File: src/rtl/ref_mem_pkg.sv
// ref_mem_ctrl shared types, sizes and helpers.
// Optional perf counter build macro: REF_MEM_CTRL_PERF_EN.
package ref_mem_pkg;
    localparam int NUM_BANKS = 32;
    localparam int PIXEL     = 8;
    localparam int ADDR_W    = 7;
    localparam int BANK_W    = $clog2(NUM_BANKS);
    localparam int DATA_W    = NUM_BANKS * PIXEL;
    localparam int WADDR_W   = NUM_BANKS * ADDR_W;

    typedef enum logic [1:0] {
        S_IDLE,
        S_LOAD,
        S_LOADED,
        S_SCAN
    } state_t;

    function automatic logic [NUM_BANKS-1:0] bank_onehot(
        input logic [BANK_W-1:0] idx
    );
        logic [NUM_BANKS-1:0] v;
        v      = '0;
        v[idx] = 1'b1;
        return v;
    endfunction
endpackage

File: src/rtl/ref_mem_ctrl_if.sv
// ref_mem_ctrl bus: load/scan control, row stream, memory controls.
// REF_MEM_CTRL_PERF_EN adds the stall_cnt status output.
interface ref_mem_ctrl_if;
    import ref_mem_pkg::*;

    logic                 load_start;
    logic [ADDR_W-1:0]    load_rows;
    logic                 ref_in_valid;
    logic                 ref_in_ready;
    logic [DATA_W-1:0]    ref_in_data;
    logic                 scan_start;
    logic [ADDR_W-1:0]    scan_rows;
    logic                 scan_mode;
    logic [3:0]           scan_sel;
    logic [DATA_W-1:0]    ref_input;
    logic [NUM_BANKS-1:0] Bank_sel;
    logic [WADDR_W-1:0]   write_address_all;
    logic [ADDR_W-1:0]    rd_address;
    logic                 rd8R_en;
    logic [3:0]           rdR_sel;
    logic                 busy;
    logic                 loaded;
    logic                 load_done;
    logic                 scan_done;
`ifdef REF_MEM_CTRL_PERF_EN
    logic [15:0]          stall_cnt;

    modport master (
        output load_start, load_rows, ref_in_valid, ref_in_data,
        output scan_start, scan_rows, scan_mode, scan_sel,
        input  ref_in_ready, ref_input, Bank_sel, write_address_all,
        input  rd_address, rd8R_en, rdR_sel,
        input  busy, loaded, load_done, scan_done, stall_cnt
    );

    modport slave (
        input  load_start, load_rows, ref_in_valid, ref_in_data,
        input  scan_start, scan_rows, scan_mode, scan_sel,
        output ref_in_ready, ref_input, Bank_sel, write_address_all,
        output rd_address, rd8R_en, rdR_sel,
        output busy, loaded, load_done, scan_done, stall_cnt
    );
`else
    modport master (
        output load_start, load_rows, ref_in_valid, ref_in_data,
        output scan_start, scan_rows, scan_mode, scan_sel,
        input  ref_in_ready, ref_input, Bank_sel, write_address_all,
        input  rd_address, rd8R_en, rdR_sel,
        input  busy, loaded, load_done, scan_done
    );

    modport slave (
        input  load_start, load_rows, ref_in_valid, ref_in_data,
        input  scan_start, scan_rows, scan_mode, scan_sel,
        output ref_in_ready, ref_input, Bank_sel, write_address_all,
        output rd_address, rd8R_en, rdR_sel,
        output busy, loaded, load_done, scan_done
    );
`endif
endinterface

File: src/rtl/ref_mem_wr_seq.sv
// Write sequencer: bank/row counters and registered memory write port.
// o_last flags the beat that completes the window.
module ref_mem_wr_seq
    import ref_mem_pkg::*;
(
    input  logic                 clk,
    input  logic                 rst_n,
    input  logic                 i_clr,
    input  logic                 i_fire,
    input  logic [ADDR_W-1:0]    i_rows,
    input  logic [DATA_W-1:0]    i_data,
    output logic                 o_last,
    output logic                 o_wr_last,
    output logic [NUM_BANKS-1:0] o_bank_sel,
    output logic [DATA_W-1:0]    o_ref_input,
    output logic [WADDR_W-1:0]   o_wr_addr_all
);
    logic [BANK_W-1:0]    r_bank_ptr;
    logic [ADDR_W-1:0]    r_wr_addr;
    logic                 r_wr_last;
    logic [NUM_BANKS-1:0] r_bank_sel;
    logic [DATA_W-1:0]    r_ref_input;
    logic [WADDR_W-1:0]   r_wr_addr_all;
    logic                 w_bank_wrap;

    assign w_bank_wrap = (r_bank_ptr == BANK_W'(NUM_BANKS - 1));
    assign o_last      = w_bank_wrap && (r_wr_addr == i_rows - ADDR_W'(1));

    // Walk banks lane by lane; row address advances on each bank wrap.
    always_ff @(posedge clk or negedge rst_n) begin
        if (!rst_n) begin
            r_bank_ptr <= '0;
            r_wr_addr  <= '0;
        end else if (i_clr) begin
            r_bank_ptr <= '0;
            r_wr_addr  <= '0;
        end else if (i_fire) begin
            r_bank_ptr <= w_bank_wrap ? '0 : r_bank_ptr + BANK_W'(1);
            if (w_bank_wrap) begin
                r_wr_addr <= r_wr_addr + ADDR_W'(1);
            end
        end
    end

    // Register the write port; everything idles to zero without a beat.
    always_ff @(posedge clk or negedge rst_n) begin
        if (!rst_n) begin
            r_bank_sel    <= '0;
            r_ref_input   <= '0;
            r_wr_addr_all <= '0;
            r_wr_last     <= 1'b0;
        end else if (i_fire) begin
            r_bank_sel    <= bank_onehot(r_bank_ptr);
            r_ref_input   <= i_data;
            r_wr_addr_all <= {NUM_BANKS{r_wr_addr}};
            r_wr_last     <= o_last;
        end else begin
            r_bank_sel    <= '0;
            r_ref_input   <= '0;
            r_wr_addr_all <= '0;
            r_wr_last     <= 1'b0;
        end
    end

    assign o_wr_last     = r_wr_last;
    assign o_bank_sel    = r_bank_sel;
    assign o_ref_input   = r_ref_input;
    assign o_wr_addr_all = r_wr_addr_all;
endmodule

File: src/rtl/ref_mem_ctrl.sv
// Reference memory sequencer: window load FSM, read scan and status.
// Define REF_MEM_CTRL_PERF_EN to add the stall_cnt perf counter.
module ref_mem_ctrl
    import ref_mem_pkg::*;
(
    input  logic          clk,
    input  logic          rst_n,
    ref_mem_ctrl_if.slave bus
);
    state_t               r_state;
    logic [ADDR_W-1:0]    r_load_rows;
    logic [ADDR_W-1:0]    r_scan_rows;
    logic [ADDR_W-1:0]    r_rd_ptr;
    logic [ADDR_W-1:0]    r_rd_address;
    logic                 r_scan_mode;
    logic [3:0]           r_scan_sel;
    logic                 r_rd8R_en;
    logic [3:0]           r_rdR_sel;
    logic                 r_loaded;
    logic                 r_load_done;
    logic                 r_scan_done;

    logic                 w_ready;
    logic                 w_fire;
    logic                 w_can_load;
    logic                 w_ld_go;
    logic                 w_sc_go;
    logic                 w_last;
    logic                 w_wr_last;
    logic [NUM_BANKS-1:0] w_bank_sel;
    logic [DATA_W-1:0]    w_ref_input;
    logic [WADDR_W-1:0]   w_wr_addr_all;

    assign w_ready    = (r_state == S_LOAD);
    assign w_fire     = w_ready && bus.ref_in_valid;
    assign w_can_load = (r_state == S_IDLE) || (r_state == S_LOADED);
    assign w_ld_go    = bus.load_start && (bus.load_rows != '0) && w_can_load;
    assign w_sc_go    = bus.scan_start && (bus.scan_rows != '0)
                     && (r_state == S_LOADED) && !w_ld_go;

    ref_mem_wr_seq u_wr_seq (
        .clk           (clk),
        .rst_n         (rst_n),
        .i_clr         (w_ld_go),
        .i_fire        (w_fire),
        .i_rows        (r_load_rows),
        .i_data        (bus.ref_in_data),
        .o_last        (w_last),
        .o_wr_last     (w_wr_last),
        .o_bank_sel    (w_bank_sel),
        .o_ref_input   (w_ref_input),
        .o_wr_addr_all (w_wr_addr_all)
    );

    // Main FSM with registered read port and status pulses.
    always_ff @(posedge clk or negedge rst_n) begin
        if (!rst_n) begin
            r_state      <= S_IDLE;
            r_load_rows  <= '0;
            r_scan_rows  <= '0;
            r_rd_ptr     <= '0;
            r_rd_address <= '0;
            r_scan_mode  <= 1'b0;
            r_scan_sel   <= '0;
            r_rd8R_en    <= 1'b0;
            r_rdR_sel    <= '0;
            r_loaded     <= 1'b0;
            r_load_done  <= 1'b0;
            r_scan_done  <= 1'b0;
        end else begin
            r_load_done <= 1'b0;
            r_scan_done <= 1'b0;
            unique case (r_state)
                S_IDLE: begin
                    if (w_ld_go) begin
                        r_state     <= S_LOAD;
                        r_load_rows <= bus.load_rows;
                        r_loaded    <= 1'b0;
                    end
                end
                S_LOAD: begin
                    if (w_fire && w_last) begin
                        r_state <= S_LOADED;
                    end
                end
                S_LOADED: begin
                    if (w_ld_go) begin
                        r_state     <= S_LOAD;
                        r_load_rows <= bus.load_rows;
                        r_loaded    <= 1'b0;
                    end else if (w_sc_go) begin
                        r_state      <= S_SCAN;
                        r_scan_rows  <= bus.scan_rows;
                        r_scan_mode  <= bus.scan_mode;
                        r_scan_sel   <= bus.scan_sel;
                        r_rd_address <= '0;
                        r_rd8R_en    <= bus.scan_mode;
                        r_rdR_sel    <= bus.scan_sel;
                        r_rd_ptr     <= ADDR_W'(1);
                    end
                end
                S_SCAN: begin
                    if (r_rd_ptr == r_scan_rows) begin
                        r_state      <= S_LOADED;
                        r_rd_address <= '0;
                        r_rd8R_en    <= 1'b0;
                        r_rdR_sel    <= '0;
                        r_rd_ptr     <= '0;
                        r_scan_done  <= 1'b1;
                    end else begin
                        r_rd_address <= r_rd_ptr;
                        r_rd8R_en    <= r_scan_mode;
                        r_rdR_sel    <= r_scan_sel;
                        r_rd_ptr     <= r_rd_ptr + ADDR_W'(1);
                    end
                end
                default: r_state <= S_IDLE;
            endcase
            // A reload in the same cycle cancels the pending completion.
            if (w_wr_last && !w_ld_go) begin
                r_load_done <= 1'b1;
                r_loaded    <= 1'b1;
            end
        end
    end

`ifdef REF_MEM_CTRL_PERF_EN
    logic [15:0] r_stall_cnt;

    // Count starved LOAD cycles, saturating; restart on every load.
    always_ff @(posedge clk or negedge rst_n) begin
        if (!rst_n) begin
            r_stall_cnt <= '0;
        end else if (w_ld_go) begin
            r_stall_cnt <= '0;
        end else if (w_ready && !bus.ref_in_valid
                     && (r_stall_cnt != 16'hFFFF)) begin
            r_stall_cnt <= r_stall_cnt + 16'd1;
        end
    end

    assign bus.stall_cnt = r_stall_cnt;
`endif

    assign bus.ref_in_ready      = w_ready;
    assign bus.Bank_sel          = w_bank_sel;
    assign bus.ref_input         = w_ref_input;
    assign bus.write_address_all = w_wr_addr_all;
    assign bus.rd_address        = r_rd_address;
    assign bus.rd8R_en           = r_rd8R_en;
    assign bus.rdR_sel           = r_rdR_sel;
    assign bus.busy              = (r_state == S_LOAD) || (r_state == S_SCAN);
    assign bus.loaded            = r_loaded;
    assign bus.load_done         = r_load_done;
    assign bus.scan_done         = r_scan_done;
endmodule

File: src/flat_wrapper.sv
// flat-port wrapper written by rule: the top's interface ports become plain ports
module ref_mem_ctrl_flat import ref_mem_pkg::*;
  (clk, rst_n, bus_load_start, bus_load_rows, bus_ref_in_valid, bus_ref_in_data, bus_scan_start, bus_scan_rows, bus_scan_mode, bus_scan_sel, bus_ref_in_ready, bus_ref_input, bus_Bank_sel, bus_write_address_all, bus_rd_address, bus_rd8R_en, bus_rdR_sel, bus_busy, bus_loaded, bus_load_done, bus_scan_done);
  ref_mem_ctrl_if bus_i ();
  input  logic clk;
  input  logic rst_n;
  input wire logic [$bits(bus_i.load_start)-1:0] bus_load_start;
  input wire logic [$bits(bus_i.load_rows)-1:0] bus_load_rows;
  input wire logic [$bits(bus_i.ref_in_valid)-1:0] bus_ref_in_valid;
  input wire logic [$bits(bus_i.ref_in_data)-1:0] bus_ref_in_data;
  input wire logic [$bits(bus_i.scan_start)-1:0] bus_scan_start;
  input wire logic [$bits(bus_i.scan_rows)-1:0] bus_scan_rows;
  input wire logic [$bits(bus_i.scan_mode)-1:0] bus_scan_mode;
  input wire logic [$bits(bus_i.scan_sel)-1:0] bus_scan_sel;
  output wire logic [$bits(bus_i.ref_in_ready)-1:0] bus_ref_in_ready;
  output wire logic [$bits(bus_i.ref_input)-1:0] bus_ref_input;
  output wire logic [$bits(bus_i.Bank_sel)-1:0] bus_Bank_sel;
  output wire logic [$bits(bus_i.write_address_all)-1:0] bus_write_address_all;
  output wire logic [$bits(bus_i.rd_address)-1:0] bus_rd_address;
  output wire logic [$bits(bus_i.rd8R_en)-1:0] bus_rd8R_en;
  output wire logic [$bits(bus_i.rdR_sel)-1:0] bus_rdR_sel;
  output wire logic [$bits(bus_i.busy)-1:0] bus_busy;
  output wire logic [$bits(bus_i.loaded)-1:0] bus_loaded;
  output wire logic [$bits(bus_i.load_done)-1:0] bus_load_done;
  output wire logic [$bits(bus_i.scan_done)-1:0] bus_scan_done;
  assign bus_i.load_start = bus_load_start;
  assign bus_i.load_rows = bus_load_rows;
  assign bus_i.ref_in_valid = bus_ref_in_valid;
  assign bus_i.ref_in_data = bus_ref_in_data;
  assign bus_i.scan_start = bus_scan_start;
  assign bus_i.scan_rows = bus_scan_rows;
  assign bus_i.scan_mode = bus_scan_mode;
  assign bus_i.scan_sel = bus_scan_sel;
  assign bus_ref_in_ready = bus_i.ref_in_ready;
  assign bus_ref_input = bus_i.ref_input;
  assign bus_Bank_sel = bus_i.Bank_sel;
  assign bus_write_address_all = bus_i.write_address_all;
  assign bus_rd_address = bus_i.rd_address;
  assign bus_rd8R_en = bus_i.rd8R_en;
  assign bus_rdR_sel = bus_i.rdR_sel;
  assign bus_busy = bus_i.busy;
  assign bus_loaded = bus_i.loaded;
  assign bus_load_done = bus_i.load_done;
  assign bus_scan_done = bus_i.scan_done;
  ref_mem_ctrl u_core (.clk(clk), .rst_n(rst_n), .bus(bus_i));
endmodule
File: config.mk
export PLATFORM = sky130hd
export DESIGN_NAME = ref_mem_ctrl_flat
export DESIGN_NICKNAME = d
export VERILOG_FILES = /design/src/rtl/ref_mem_pkg.sv /design/src/rtl/ref_mem_ctrl_if.sv /design/src/rtl/ref_mem_wr_seq.sv /design/src/rtl/ref_mem_ctrl.sv /design/src/flat_wrapper.sv
export SDC_FILE = /design/constraint.sdc
export NUM_CORES = 1
export LEC_CHECK = 0
export ABC_AREA = 1
export CORE_AREA = 10 10 308 310
export CTS_CLUSTER_DIAMETER = 200
export CTS_CLUSTER_SIZE = 40
export DETAILED_ROUTE_END_ITERATION = 8
export DIE_AREA = 0 0 318 320
export GPL_TIMING_DRIVEN = 0
export PLACE_DENSITY_LB_ADDON = 0.05
export SYNTH_ARGS = -nofsm -noshare
export SYNTH_HDL_FRONTEND = slang
export SYNTH_SLANG_ARGS = --single-unit
export TNS_END_PERCENT = 10
File: constraint.sdc
create_clock -name clk -period 4.2 [get_ports clk]
set_input_delay 1.05 -clock clk [delete_from_list [all_inputs] [get_ports clk]]
set_output_delay 1.05 -clock clk [all_outputs]
set_load 0.02 [all_outputs]
# --- Yosys cells after proc, flatten, opt, wreduce, memory -nomap -nowiden ---
# Index checks and enable logic that the tools add are counted.
totals:
  output_inout_bits: 529
  elab_cells: 105
  in_bits: 280
  regBits: 568
classes:
  addsub: 4
  magnitude_cmp: 2
  reduce_logical: 28
  n_bitwise: 1
  n_mux: 40
  n_eq_ne: 12
ops:
  columns: ["cell", "count"]
  rows:
  - ["256-bit two-way mux", 1]
  - ["224-bit two-way mux", 1]
  - ["7-bit two-way mux", 9]
  - ["32-bit two-way mux", 1]
  - ["7-bit case mux with 2 select lines", 2]
  - ["5-bit two-way mux", 3]
  - ["7-bit by 1-bit adder with 7-bit output (second input constant)", 2]
  - ["7-bit equality test", 2]
  - ["7-bit nonzero test", 2]
  - ["4-bit two-way mux", 3]
  - ["1-bit two-way mux", 11]
  - ["1-bit logical AND", 10]
  - ["2-bit two-way mux", 5]
  - ["2-bit nonzero test", 5]
  - ["2-bit case mux with 4 select lines", 1]
  - ["4-bit case mux with 2 select lines", 1]
  - ["7-bit by 1-bit subtractor with 7-bit output (second input constant)", 1]
  - ["5-bit by 6-bit < comparator with 1-bit output (second input constant)", 1]
  - ["2-bit by 1-bit inequality test with 1-bit output (second input constant)", 3]
  - ["2-bit AND reduction", 3]
  - ["3-bit AND reduction", 2]
  - ["5-bit by 1-bit adder with 5-bit output (second input constant)", 1]
  - ["1-bit demux with 5-bit select", 1]
  - ["5-bit equality test (second input constant)", 1]
  - ["other kinds (12)", 15]

# --- Longest topological paths before layout ---
# Gate-level depths: netlist of the first run.
logic_depth:
  ltp_word: 8
  depth_mapped: 15
  ltp_nobuf: 15

# --- By module ---
# From an unflattened synthesis of the first run, not the netlist that was laid out.
unflattened:
  cells_unflattened: 1488
  area_unflattened_um2: 14322.5
by_module_without_submodules:
  columns: ["mod", "area_each_um2", "cells_each", "seq_area_each_um2", "n_inst"]
  rows:
  - ["ref_mem_wr_seq", 12306.8, 1255, 7707.4, 1]
  - ["ref_mem_ctrl", 2015.7, 233, 1076.0, 1]

# --- Least setup slack after synthesis of the first run ---
# No wires, ideal clock.
synth_timing:
  path_kind: "flip-flop to output port"
  start: "register, netlist name u_core.u_wr_seq.o_wr_addr_all[219]"
  end: "output port bus_write_address_all[100]"
  t_arrival_ns: 1.143
  stages_incl_launch_ff: 2
  path_buffers: 1
  setup_slack_ns: 2.007
  required_time_ns: 3.150
  cell_sequence: "dfrtp_1 > buf_4"
synth_rtl:
  columns: ["item", "line", "rtl"]
  rows:
  - ["to (decl)", "flat_wrapper.sv:18", "output wire logic [$bits(bus_i.write_address_all)-1:0] bus_write_address_all;"]

==> results of run 1 <==
layout by cell type (no fill, tap or decap), types with 5 or more instances in the layout:
master / count
sky130_fd_sc_hd__a21oi_1: 5
sky130_fd_sc_hd__buf_2: 33
sky130_fd_sc_hd__buf_4: 219
sky130_fd_sc_hd__clkbuf_16: 13
sky130_fd_sc_hd__clkdlybuf4s50_1: 807
sky130_fd_sc_hd__dfrtp_1: 351
sky130_fd_sc_hd__diode_2: 6
sky130_fd_sc_hd__ha_1: 8
sky130_fd_sc_hd__inv_1: 313
sky130_fd_sc_hd__inv_2: 5
sky130_fd_sc_hd__nand2_1: 133
sky130_fd_sc_hd__nand3_1: 28
sky130_fd_sc_hd__nand4_1: 8
sky130_fd_sc_hd__nor2_1: 329
sky130_fd_sc_hd__o21ai_0: 25
sky130_fd_sc_hd__o21ai_1: 14
sky130_fd_sc_hd__xnor2_1: 5
sky130_fd_sc_hd__xor2_1: 8
per-layer routing:
metal,vias to the layer above,GRT usage [%],wire [um]
met1,5541,12.4,23300
li1,5722,-,-
met5,-,0,41
met2,419,26.6,39600
met3,40,5.37,6440
met4,6,1.66,735
state kept, by name (all words and copies together), names as in the netlist, 2 cells and up:
name                           cells
u_core.u_wr_seq.o_ref_input      256
u_core.u_wr_seq.o_bank_sel        32
u_core.bus.rd_address              7
u_core.r_load_rows                 7
u_core.r_rd_ptr                    7
u_core.r_scan_rows                 7
u_core.u_wr_seq.o_wr_addr_all      7
u_core.u_wr_seq.r_wr_addr          7
u_core.u_wr_seq.r_bank_ptr         5
u_core.bus.rdR_sel                 4
u_core.r_scan_sel                  4
u_core.r_state                     2
cells in the mapped netlist:
cell type / count
sky130_fd_sc_hd__buf_4: 219
sky130_fd_sc_hd__nand2_1: 133
sky130_fd_sc_hd__o211ai_1: 1
sky130_fd_sc_hd__xnor2_1: 5
sky130_fd_sc_hd__nand3_1: 28
sky130_fd_sc_hd__xor2_1: 8
sky130_fd_sc_hd__nor2_8: 2
sky130_fd_sc_hd__dfrtp_1: 351
sky130_fd_sc_hd__inv_2: 5
sky130_fd_sc_hd__buf_6: 1
sky130_fd_sc_hd__o21ai_0: 25
sky130_fd_sc_hd__nor2_4: 2
sky130_fd_sc_hd__o21ai_4: 1
sky130_fd_sc_hd__nand4_1: 8
sky130_fd_sc_hd__buf_2: 33
sky130_fd_sc_hd__nand3b_1: 1
sky130_fd_sc_hd__a21oi_1: 5
sky130_fd_sc_hd__nand2_4: 1
sky130_fd_sc_hd__o21ai_1: 14
sky130_fd_sc_hd__nand2_2: 2
sky130_fd_sc_hd__o21ai_2: 1
sky130_fd_sc_hd__ha_1: 8
sky130_fd_sc_hd__nor2_1: 329
sky130_fd_sc_hd__nor3_1: 2
sky130_fd_sc_hd__clkbuf_1: 2
sky130_fd_sc_hd__o22ai_1: 1
sky130_fd_sc_hd__inv_1: 313
sky130_fd_sc_hd__nand4_4: 1
final cells by class:
type                    instances  share of cell area, %
inverters                     318                   4.91
well taps                    1165                   6.00
plain buffers                 255                   7.52
clock buffers                  13                   1.34
clock inverters                 1                 0.0463
repair buffers                811                   33.6
diodes                          6                 0.0618
flip-flops and latches        351                   36.1
multi-input cells             578                   10.4
critical path: stages (launching register included):
cell	delay (ns)
sky130_fd_sc_hd__dfrtp_1	1.15
sky130_fd_sc_hd__buf_4	0.24
sky130_fd_sc_hd__clkdlybuf4s50_1	0.62
per-stage QoR:
| step | area, um^2 | power [uW] | TNS [ns] | util [%] | instances |
|---|---|---|---|---|---|
| final | 24300 | 10900 | 0 | 27.6 | 3498 |
| after global routing | 24300 | 11700 | 0 | 27.5 | 3492 |
| after CTS | 24300 | 11300 | 0 | 27.5 | 3492 |
| after detailed placement | 24000 | 9430 | 0 | 27.2 | 3478 |
| after global placement | 23900 | 9450 | -5420.03 | 27.1 | 3475 |
| after floorplan | 14300 | 6810 | 0 | - | 1502 |
where the power goes:
part / total [uW] / leakage, uW / switching [uW] / internal (uW)
registers: 4350 / 0.00475 / 380 / 3960
clock network: 1740 / 0.000166 / 1170 / 571
logic: 4850 / 0.00714 / 2650 / 2200
worst max-delay path by stage:
stage | end | cells after the start | slack (ns)
final | bus_write_address_all[160] | 2 | 0.54
after global routing | bus_write_address_all[169] | 2 | 0.32
after CTS | bus_write_address_all[94] | 2 | 0.40
after detailed placement | bus_write_address_all[29] | 2 | 1.09
after global placement | u_core.u_wr_seq.o_ref_input[33] | 1 | -15.52
after floorplan | bus_write_address_all[100] | 1 | 2.01
kinds of logic (layout without fill, tap and decap cells):
group | after synthesis | count (layout) | synth area share, %
buffers and inverters | 573 | 1398 | 21.1
flip-flops | 351 | 351 | 61.3
other | 0 | 6 | 0
XOR/XNOR | 13 | 13 | 0.795
AO/OA/AOI/OAI | 48 | 48 | 1.81
AND/OR/NAND/NOR | 509 | 509 | 14.3
adder cells (fa/ha/maj) | 8 | 8 | 0.699
==> impl_summary.log, run 1 <==
INFO  metric outcome = finished, final reports clean
INFO  metric grt_start_max_net_pins = 106
INFO  metric cts_made_buffers = 12
INFO  metric clock_latency = 0.56 ns
INFO  metric reg_to_reg_endpoint = u_core.r_state[1]
INFO  metric max_root_sink_buffers = 3
INFO  metric max_cap_violations = 0
INFO  metric layout_cells_sized_above_1 = 12.3%
INFO  metric worst_r2r_startpoint = u_core.u_wr_seq.r_bank_ptr[2]
INFO  metric detail_route.wl_per_cell = 20.0 um
INFO  metric worstPathRequired = 3.15 ns
INFO  metric maxSlewViolCount = 0
INFO  metric initialDrtViolationCount = 457
INFO  metric floorplan.die_area = 102000 um^2
INFO  metric total_area_of_multi_input_combinational_cells = 2520 um^2
INFO  metric drcViolationCount = 0
INFO  metric critical_path.endpoint_type = output port
INFO  metric drt_pass1_iterations = 4
INFO  metric largest_area_contributor_in_the_synthesized_netlist = sky130_fd_sc_hd__dfrtp_1
INFO  metric place_ws = 1.09 ns
INFO  metric detailedPlacementHpwl = 58300 um
INFO  metric dieWidth = 318 um
INFO  metric routed_wl = 70100 um
INFO  metric cts_root_buffer = sky130_fd_sc_hd__clkbuf_16
INFO  metric post_cts_resized = 0
INFO  metric via_per_inst = 3.35
INFO  metric worst_hold_path_type = input pin to async pin
INFO  metric syn-mean-instance-area = 9.54 um^2
INFO  metric first_global_vias = 11900
INFO  metric io_pins = 809
INFO  metric depth_of_the_worst_register_to_register_path = 15
INFO  metric synth_fp_nets = 1790
INFO  metric die_h = 320 um
INFO  metric finalSetupViolations = 0
INFO  metric worst_pin_slew = 1.18 ns
INFO  metric filler_cell_count = 9495
INFO  metric synth_sequential_area_ratio = 61.3%
INFO  metric final.period_utilization = 87.2%
INFO  metric synthesis.area = 14300 um^2
INFO  metric finalWorstSetupSlack = 0.539 ns
INFO  metric cts_max_level = 1
INFO  metric yosys.area.top_type_share = 61.3%
INFO  metric clock-sinks = 351
INFO  metric startpoint = u_core.u_wr_seq.o_wr_addr_all[216]
INFO  metric cts_hold_buf = 0
INFO  metric worst_clock_skew = 0.0475 ns
INFO  metric cts_tree = built
INFO  metric ys_types = 28
INFO  metric finalHoldWorstSlack = 0.413 ns
INFO  metric synth.area.top_cells = sky130_fd_sc_hd__dfrtp_1, sky130_fd_sc_hd__buf_4, sky130_fd_sc_hd__nor2_1, sky130_fd_sc_hd__inv_1, sky130_fd_sc_hd__nand2_1
INFO  metric grt_remaining_overflow = 0
INFO  metric gpl.final_weighted_congestion = 0.750
INFO  metric global_route_wire_length_before_repair = 97700 um
INFO  metric worst-path-max-fanout = 32
INFO  metric number_of_antenna_violations_at_the_first_check_in_global_routing = 13
INFO  metric timing_hold_violations_final = 0
INFO  metric post-cts-setup-buffers = 0
INFO  metric crit_type = flop to output port
INFO  metric cts_clock_pin_slew_for_the_worst_setup_and_hold_paths = 0.17 ns
INFO  metric irDropWorstVdd = 0.262 mV
INFO  metric reg2reg_slack = 2.20 ns
INFO  metric headroom_to_the_max_slew_limit = 21.0%
INFO  metric p_leak = 0.0121 uW
INFO  metric power_density = 450 nW/um^2
INFO  metric timing.final.crit_period = 3.66 ns
INFO  metric rsz_0062_raised_after_global_routing = no
INFO  metric final_antenna_net_count = 0
INFO  metric maxClockFrequency = 273 MHz
INFO  metric globalRouteTotalUtil = 13.2%
INFO  metric floorplan.initialDensity = 16.2%
INFO  metric regArea = 8780 um^2
INFO  metric vias = 11700
INFO  metric worst-endpoint-arrival = 2.61 ns
INFO  metric yosysWarnings = 0
INFO  metric layout-area-overhead-vs-synth = 69.7%
INFO  metric placeable_core_region = 88200 um^2
INFO  metric synth_seq_cells = 351
INFO  metric number_of_placement_rows = 109
INFO  metric io_buffers = 808
INFO  metric worstSetupStartpointType = flop
INFO  metric synthCells = 1502
INFO  metric layout.nets = 2615
(Power assumes the default switching activity.)
==> run 2, diff against run 1 <==
- MAX_ROUTING_LAYER: unset -> met4
- PLACE_DENSITY_LB_ADDON: 0.05 -> unset
==> impl_summary.log, run 2 (same netlist as run 1, synthesis figures left out) <==
INFO  metric outcome = finished, final reports clean (unchanged)
INFO  metric maxClockFrequency = 273 MHz (about the same)
INFO  metric number_of_placement_rows = 109 (unchanged)
INFO  metric largest_register_ffs = 256 (unchanged)
INFO  metric setup_tns = 0 ns (unchanged)
INFO  metric delay_heaviest_family_cp = flip-flops (unchanged)
INFO  metric grt_start_max_net_pins = 110 (was 106)
INFO  metric gpl.final_weighted_congestion = 0.843 (was 0.750)
INFO  metric floorplan.die_area = 102000 um^2 (unchanged)
INFO  metric timing.final.crit_period = 3.67 ns (was 3.66 ns)
INFO  metric maxSlewViolCount = 0 (unchanged)
INFO  metric post_cts_resized = 0 (unchanged)
INFO  metric io_pins = 809 (unchanged)
INFO  metric post-layout-total-power = 10900 uW (about the same)
INFO  metric worstSetupStartpointType = flop (unchanged)
INFO  metric number_of_antenna_violations_at_the_first_check_in_global_routing = 5 (was 13)
INFO  metric io_buffers = 808 (unchanged)
INFO  metric post-cts-setup-buffers = 0 (unchanged)
INFO  metric cts_hold_buf = 0 (unchanged)
INFO  metric final.period_utilization = 87.3% (was 87.2%)
INFO  metric irDropWorstVdd = 0.332 mV (was 0.262 mV)
INFO  metric utilization = 27.6% (about the same)
INFO  metric floorplan.initialDensity = 16.2% (unchanged)
INFO  metric worst_clock_skew = 0.0249 ns (was 0.0475 ns)
INFO  metric path_buf_inv = 2 (unchanged)
INFO  metric globalRouteTotalUtil = 11.7% (was 13.2%)
INFO  metric cts_max_level = 1 (unchanged)
INFO  metric clock-sinks = 351 (unchanged)
INFO  metric headroom_to_the_max_slew_limit = 17.1% (was 21.0%)
INFO  metric worst-endpoint-arrival = 2.62 ns (was 2.61 ns)
INFO  metric max_root_sink_buffers = 3 (unchanged)
INFO  metric worst_hold_path_type = input pin to async pin (unchanged)
INFO  metric mostFrequentLayoutCells = sky130_fd_sc_hd__clkdlybuf4s50_1, sky130_fd_sc_hd__dfrtp_1, sky130_fd_sc_hd__nor2_1 (unchanged)
INFO  metric filler_cell_count = 9398 (was 9495)
INFO  metric layout_commonest_cell = sky130_fd_sc_hd__clkdlybuf4s50_1 (unchanged)
INFO  metric detailedPlacementHpwl = 50500 um (was 58300 um)
INFO  metric routed_wl = 61300 um (was 70100 um)
INFO  metric critical_path.endpoint_type = output port (unchanged)
INFO  metric worst_pin_slew = 1.24 ns (was 1.18 ns)
INFO  metric drcViolationCount = 0 (unchanged)
INFO  metric power_density = 448 nW/um^2 (was 450 nW/um^2)
INFO  metric via_per_inst = 3.29 (was 3.35)
INFO  metric layout-area-overhead-vs-synth = 70.0% (was 69.7%)
INFO  metric grt_remaining_overflow = 0 (unchanged)
INFO  metric final_antenna_net_count = 0 (unchanged)
INFO  metric layout.nets = 2617 (was 2615)
INFO  metric clock_latency = 0.56 ns (about the same)
INFO  metric detail_route.wl_per_cell = 17.5 um (was 20.0 um)
INFO  metric rsz_0062_raised_after_global_routing = no (unchanged)
INFO  metric p_leak = 0.0121 uW (about the same)
INFO  metric cts_clock_pin_slew_for_the_worst_setup_and_hold_paths = 0.16 ns (was 0.17 ns)
INFO  metric worstPathRequired = 3.15 ns (about the same)
INFO  metric crit_path_top_delay_cell = sky130_fd_sc_hd__dfrtp_1 (unchanged)
INFO  metric total_area_of_multi_input_combinational_cells = 2520 um^2 (unchanged)
INFO  metric crit_type = flop to output port (unchanged)
INFO  metric vias = 11500 (was 11700)
INFO  metric cts_root_buffer = sky130_fd_sc_hd__clkbuf_16 (unchanged)
INFO  metric regArea = 8780 um^2 (unchanged)
INFO  metric timing_hold_violations_final = 0 (unchanged)
INFO  metric cts_tree = built (unchanged)
INFO  metric finalSetupViolations = 0 (unchanged)
INFO  metric drt_pass1_iterations = 4 (unchanged)
INFO  metric cts_made_buffers = 12 (unchanged)
INFO  metric worst-path-max-fanout = 32 (unchanged)
INFO  metric max_cap_violations = 0 (unchanged)
INFO  metric initialDrtViolationCount = 564 (was 457)
INFO  metric first_global_vias = 11800 (was 11900)
INFO  metric layout_cells_sized_above_1 = 12.4% (was 12.3%)
INFO  metric dieWidth = 318 um (unchanged)
INFO  metric die_h = 320 um (unchanged)
INFO  metric critical_path_s_largest_stage_delay = 1.19 ns (was 1.15 ns)
INFO  metric placeable_core_region = 88200 um^2 (unchanged)
INFO  metric global_route_wire_length_before_repair = 86500 um (was 97700 um)
INFO  metric cell_breakdown_of_the_critical_path = buf_4 > clkdlybuf4s50_1 (unchanged)
-- run 2: cell count changes in the layout (fill, tap and decap cells not counted), sizes merged --
cell	change
diode	-3
buf	+2
-- run 2: power by group --
group	leakage [uW]	internal (uW)	switching [uW]	total, uW
clock network	0.000166	571	1100	1670
logic	0.00716	2200	2690	4900
registers	0.00475	3970	379	4340
-- run 2: worst paths after layout --
check                                                        start  slack, ns  depth (start not counted)                            endpoint
worst max-delay path            u_core.u_wr_seq.o_wr_addr_all[218]       0.53                          2           bus_write_address_all[57]
worst min-delay path                                         rst_n       0.45                          1    u_core.u_wr_seq.o_ref_input[209]
worst max register to register                   u_core.r_state[1]       2.20                          7  u_core.u_wr_seq.o_wr_addr_all[216]
worst min register to register           u_core.u_wr_seq.o_wr_last       0.48                          2                   u_core.bus.loaded
max in group asynchronous                                    rst_n       2.38                          3    u_core.u_wr_seq.o_ref_input[137]
min in group clk                         u_core.u_wr_seq.o_wr_last       0.48                          2                   u_core.bus.loaded
-- run 2: cell type report --
cell class,instances,share of cell area [%]
diodes,3,0.0308
plain buffers,255,7.50
clock buffers,13,1.34
clock inverters,1,0.0462
inverters,318,4.90
multi-input cells,578,10.4
flip-flops and latches,351,36.1
well taps,1165,5.98
repair buffers,813,33.8
-- run 2: routing by layer --
metal  track usage (%)  part of all wire [%]
met1              13.3                    40
met2              20.5                    51
met3              3.45                   7.5
met4              2.32                   1.5
met5                 -                     0
-- run 2: through the flow --
stage	std cells	cell area, um^2	setup WS [ns]	hold slack [ns]
after floorplan	1502	14300	2.01	0.431
after global placement	3475	23900	-14.36	0.456
after detailed placement	3479	24000	0.968	0.455
after CTS	3493	24300	0.306	0.455
after global routing	3496	24400	0.296	0.466
final	3497	24400	0.532	0.446
